[src/rtl/pipe_skid_reg.sv]
// Pipeline stage register with valid/ready handshake, 2-entry skid buffer,
// synchronous flush and a saturating stall counter. in_ready comes from a flop.
module pipe_skid_reg #(
    parameter int               WIDTH   = 16,
    parameter logic [WIDTH-1:0] RST_VAL = '0,
    parameter int               STALL_W = 8
) (
    input  logic               clk,
    input  logic               rst,
    input  logic               flush,
    input  logic               in_valid,
    output logic               in_ready,
    input  logic [WIDTH-1:0]   in_data,
    output logic               out_valid,
    input  logic               out_ready,
    output logic [WIDTH-1:0]   out_data,
    output logic [STALL_W-1:0] stall_cnt
);

    typedef enum logic [1:0] {
        EMPTY = 2'd0,
        BUSY  = 2'd1,
        FULL  = 2'd2
    } state_t;

    state_t             state_q, state_d;
    logic [WIDTH-1:0]   main_q, main_d;
    logic [WIDTH-1:0]   skid_q, skid_d;
    logic               in_ready_q, in_ready_d;
    logic               out_valid_q, out_valid_d;
    logic [STALL_W-1:0] stall_q, stall_d;
    logic               acc_in, acc_out;

    assign acc_in  = in_valid & in_ready_q;
    assign acc_out = out_valid_q & out_ready;

    always_comb begin
        state_d = state_q;
        main_d  = main_q;
        skid_d  = skid_q;
        unique case (state_q)
            EMPTY: begin
                if (acc_in) begin
                    state_d = BUSY;
                    main_d  = in_data;
                end
            end
            BUSY: begin
                if (acc_in && acc_out) begin
                    main_d = in_data;
                end else if (acc_in) begin
                    state_d = FULL;
                    skid_d  = in_data;
                end else if (acc_out) begin
                    state_d = EMPTY;
                end
            end
            FULL: begin
                // in_ready is low here, so only a drain can happen
                if (acc_out) begin
                    state_d = BUSY;
                    main_d  = skid_q;
                end
            end
            default: state_d = EMPTY;
        endcase
        if (flush) begin
            state_d = EMPTY;
            main_d  = RST_VAL;
            skid_d  = RST_VAL;
        end
        in_ready_d  = (state_d != FULL);
        out_valid_d = (state_d != EMPTY);
    end

    // Counts every edge with a held beat; flush does not clear it
    always_comb begin
        stall_d = stall_q;
        if (out_valid_q && !out_ready && (stall_q != '1))
            stall_d = stall_q + STALL_W'(1);
    end

    always_ff @(posedge clk or posedge rst) begin
        if (rst) begin
            state_q     <= EMPTY;
            main_q      <= RST_VAL;
            skid_q      <= RST_VAL;
            in_ready_q  <= 1'b1;
            out_valid_q <= 1'b0;
            stall_q     <= '0;
        end else begin
            state_q     <= state_d;
            main_q      <= main_d;
            skid_q      <= skid_d;
            in_ready_q  <= in_ready_d;
            out_valid_q <= out_valid_d;
            stall_q     <= stall_d;
        end
    end

    assign in_ready  = in_ready_q;
    assign out_valid = out_valid_q;
    assign out_data  = main_q;
    assign stall_cnt = stall_q;

endmodule
[config.mk]
export PLATFORM = sky130hd
export DESIGN_NAME = pipe_skid_reg
export DESIGN_NICKNAME = d
export VERILOG_FILES = /design/src/rtl/pipe_skid_reg.sv
export SDC_FILE = /design/constraint.sdc
export NUM_CORES = 1
export LEC_CHECK = 0
export CAP_MARGIN = 20
export CORE_UTILIZATION = 65
export CTS_CLUSTER_SIZE = 10
export DETAILED_ROUTE_END_ITERATION = 10
export DONT_BUFFER_PORTS = 1
export HOLD_SLACK_MARGIN = 0.02
export PLACE_DENSITY_LB_ADDON = 0.08
export SLEW_MARGIN = 25
export SYNTH_ARGS = -nofsm -noshare
export SYNTH_HDL_FRONTEND = slang
export SYNTH_SLANG_ARGS = --single-unit
export TNS_END_PERCENT = 10
[constraint.sdc]
create_clock -name clk -period 3.2 [get_ports clk]
set_input_delay 0.32 -clock clk [delete_from_list [all_inputs] [get_ports clk]]
set_output_delay 0.32 -clock clk [all_outputs]
set_load 0.03 [all_outputs]
# Word-level counts from Yosys, hierarchy flattened
# Index checks and enable logic that the tools add are counted.
# word_totals
regBits	44
inputBits	21
out_inout_bits	26
# classes
n_addsub	1
eq_ne	8
mux	15
bitwise_logic	2
n_reduce_logical	11
# ops
cell	count
16-bit 2-to-1 mux	7
16-bit case mux with 3 select lines	1
2-bit 2-to-1 mux	6
3-bit != test (second input constant)	3
8-bit by 1-bit adder with 8-bit output (second input constant)	1
8-bit != test (second input constant)	1
2-bit case mux with 3 select lines	1
2-bit nonzero test	3
2-bit != test (second input constant)	2
4-bit AND reduction	1
4-bit nonzero test	1
1-bit logical AND	3
3-bit AND reduction	1
1-bit AND	2
2-bit by 1-bit == test with 1-bit output (second input constant)	1
2-bit == test (second input constant)	1
2-bit logical NOT	1
1-bit logical NOT	1

# Depth between registers and ports, before layout
# depth
ltp_word	7
depth_mapped	8

# Worst setup path after synthesis
# No wires, ideal clock.
# synth_timing
kind	reg2reg
start	register stall_q[0] (netlist: stall_cnt[0])
end	register stall_q[1] (netlist: stall_cnt[1])
setup_time_ns	0.125
arrival_time_ns	1.678
required_time_ns	3.075
slack_ns	1.397
path_stages_with_launch	5
path_buffers	0
period_less_slack_ns	1.803
path_cell_list	dfrtp_1 > ha_1 > nand3_1 > o311ai_4 > mux2_2
# synth_between
elab_chain_cells	2
# synth_lines
item	line_no	rtl
from (decl)	31	logic [STALL_W-1:0] stall_q, stall_d;
from (signal assigned)	97	stall_q <= stall_d;
parallel branches: the longest is 2 deep, another holds 8-bit by 1-bit adder with 8-bit output	n/a	
# Several ways; the timed one is not identified.
# A chain may end at the register's enable or synchronous reset.

# Worst setup path in the final report
# layout_timing
start	register out_valid_q (netlist: out_valid)
end	register main_q[15] (netlist: out_data[15])
# layout_between
elab_chain_cells	4
# layout_lines
item	line_no	rtl
from (decl)	30	logic out_valid_q, out_valid_d;
from (signal assigned)	96	out_valid_q <= out_valid_d;
1-bit AND *	35	assign acc_out = out_valid_q & out_ready;
1-bit logical AND	49	if (acc_in && acc_out) begin
3-bit != test (no source line)	n/a	
4-bit AND reduction (no source line) *	n/a	
to (signal assigned)	93	main_q <= main_d;
to (decl)	27	logic [WIDTH-1:0] main_q, main_d;
# Every way passes the cells marked *; elsewhere a longest branch is shown, timed or not.

==> flow_summary_export.csv <==
group,metric,value,unit
setup_path,critPathRequiredTime,3.39,ns
sta,grt_setup_unrepaired,"false",
sta,finalSetupViolCount,0,
clock_tree,cts_max_level,2,
synth,yosysSeqAreaShare,0.5078,
die,initial_utilization,0.6996,
pwr,ir_drop,461.6,uV
global_routing,globalRouteTotalUtil,0.2753,
placed_design,dpl.hpwl,3064,microns
clock_tree,cts_resized,0,
synth,synth_compound_area_frac,0.1758,
synth,synth_warnings,0,
sta,worst_slew_pin_slew,0.8401,ns
run,drv_cap,0,
clock_tree,cts_sinks,44,
die,die_area,3575,sq um
synth,postSynthCellCount,207,
clock_tree,clock_path_buffers,2,
die,die_y,59.79,microns
synth,syn_area,2171,sq um
routing,drc_errors,0,
routing,routed_wl,4382,microns
routing,vias,1514,
synth,syn-num-nets,233,
global_routing,overflow,0,
routing,drt_iter0_markers,153,
sta,slew_headroom,0.4396,
global_routing,antenna_found_initial,0,
sta,slew_violations,0,
synth,synth_cell_type_count,36,
synth,synth_top_area_frac,0.4957,
min_path,hp-class,"in -> reg",
sta,fmax,410.2,MHz
setup_path,cp_max_fo,18,
synth,yosys.area_share.xor_xnor,0.03228,
global_routing,grt_max_degree,45,
finish,multi_input_area,963.4,sq um
die,rows,20,
setup_path,arrival,2.63,ns
routing,drt_first_pass_iters,5,
clock_tree,cts_tree,"built",
min_path,worstHoldPathCells,2,
synth,synthSimpleGateAreaFrac,0.1233,
global_routing,grt_pass1_wl,6982,microns
setup_path,worst-setup-path-type,"reg -> reg",
pwr,total_power,1.506,mW
routing,ant_nets,0,
routing,avgViaCountPerCell,6.032,
clock_tree,cts_hold_buf,3,
clock_tree,clkSlewWorstSetupHoldPaths,0.12,ns
synth,synth_seq_cells,44,
synth,synth_top_family_by_area,"compound AO/OA/AOI/OAI gates",
finish,fillers,261,
status,status,"finished, final reports clean",
clock_tree,numCtsBuffers,5,
die,fp.coreArea,3103,sq um
placed_design,port_buffers,0,
die,io_pins,47,
synth,synthTopCellsByArea,"dfrtp_1 (50%), a21oi_1 (7.4%), mux2i_1 (7.4%), nand2_1 (6.7%), a211oi_1 (4.8%)",
routing,wl_per_cell,17.46,microns
finish,fin_nets,233,
synth,yosysTopAreaCell,"dfrtp_1",
setup_path,cp-start-kind,"register",
finish,syn2layout_area_growth,2.536,%
clock_tree,cts_setup_buffers,0,
clock_tree,cts_root_buffer,"clkbuf_4",
synth,synth.mux.area_fraction,0.07896,
clock_tree,clk_latency,0.35,ns
sta,hold_viol_final,0,
sta,skew,0.008648,ns
finish,final_cell_mix,"dfrtp_1 (43), nand2_1 (39), a21oi_1 (32), mux2i_1 (16), a211oi_1 (14)",
min_path,worstHoldStart,"in_data[14]",
sta,setup_tns,0,ns
finish,ff_latch_area,1102,sq um
setup_path,rr_worst_depth,4,
setup_path,r2r_slack,0.76,ns
synth,synth.avg_cell_area,10.49,sq um
setup_path,rr_endpoint,"out_data[15]",
sta,fin_crit_sh,0.7619,
placed_design,gp_congestion,0.8834,
synth,synth_adder_area_share,0.03343,
finish,final_common_cell,"dfrtp_1",
pwr,pwr_density_cell,676.7,nW/um^2
setup_path,crit_path_end_kind,"register",
finish,drive_gt1_frac,0.09662,
sta,finalCriticalPeriod,2.438,ns
global_routing,grt_pass1_vias,1467,
die,die_w,59.79,microns
min_path,min_to,"skid_q[14]",
finish,antenna_cells,0,
setup_path,timing.rr.start,"out_valid",
pwr,p_leak,0.9297,nW
-- worst max path at each step --
stage                 startpoint      endpoint
finish                 out_valid  out_data[15]
CTS                    out_valid  out_data[13]
floorplan           stall_cnt[0]  stall_cnt[1]
global placement       out_valid   out_data[8]
detailed placement     out_valid  out_data[15]
global route           out_valid  out_data[11]
-- metal layers --
metal,share of wire,track usage
met1,0.42,0.3712
met2,0.49,0.4206
met3,0.083,0.09740
met5,0,0
met4,0.010,0.08306
-- final cells by class --
type                            count  area share
Sequential cell                    44      0.4952
Multi-Input combinational cell    146      0.4328
Tap cell                           44     0.02473
Clock buffer                        6     0.01855
Timing Repair Buffer                5     0.01799
Inverter                            5    0.008432
Clock inverter                      1    0.002248
-- cells in the mapped netlist --
cell	number
nand2_1	39
a211oi_2	2
mux2i_1	16
o311ai_4	1
o32ai_1	1
a22oi_4	1
nor4_1	1
dfrtp_1	43
dfstp_2	1
o21bai_1	1
clkbuf_1	3
xnor2_1	2
xor2_1	6
nor2_1	6
nand2_2	1
nor3_1	2
buf_6	1
a211oi_1	14
maj3_1	1
o21ai_0	1
and2_0	1
ha_1	5
a21oi_4	1
a31oi_1	1
and2_2	1
buf_2	2
buf_4	4
buf_1	1
nand4_1	2
nand3_1	5
buf_12	1
nor3b_4	1
a21oi_1	32
inv_1	5
or2_2	1
mux2_2	1
-- worst max-delay path, stage by stage, from the launching register on --
cell and delay, ns:
dfrtp_1 0.67, nand2_1 0.24, a22oi_4 0.44, and2_0 0.75
a211oi_1 0.18
-- state kept, by name, summed over array words and instances, names as in the netlist --
signal and count:
out_valid 1, out_data 16, skid_q 16, stall_cnt 8, state_q 2, in_ready 1
-- metrics by stage --
| stage | setup WS (ns) | cell area (sq um) | instances | util | hold WS, ns |
|---|---|---|---|---|---|
| detailed placement | 0.7920 | 2155 | 241 | 0.6944 | 0.3705 |
| CTS | 0.7720 | 2231 | 251 | 0.7190 | 0.07389 |
| finish | 0.7620 | 2226 | 251 | 0.7173 | 0.08362 |
| global route | 0.6118 | 2226 | 251 | 0.7173 | 0.06715 |
| global placement | 0.9333 | 2155 | 241 | 0.6944 | 0.3537 |
| floorplan | 1.397 | 2171 | 207 | - | 0.4507 |
-- power breakdown --
part | leakage (nW) | total, mW | switching (mW) | internal [mW]
sequential | 0.585 | 0.915 | 0.266 | 0.650
combinational | 0.317 | 0.341 | 0.205 | 0.136
clock | 0.0281 | 0.250 | 0.169 | 0.0812
total | 0.930 | 1.51 | 0.640 | 0.867
-- kinds of logic (layout without fill, tap and decap cells) --
family / after synthesis / in the layout
simple gates: 60 / 60
flops: 44 / 44
buf+inv: 17 / 17
fa+ha+maj: 6 / 6
compound gates: 55 / 55
xor+xnor: 8 / 8
mux: 17 / 17
Power figures use the tool's default switching activity.
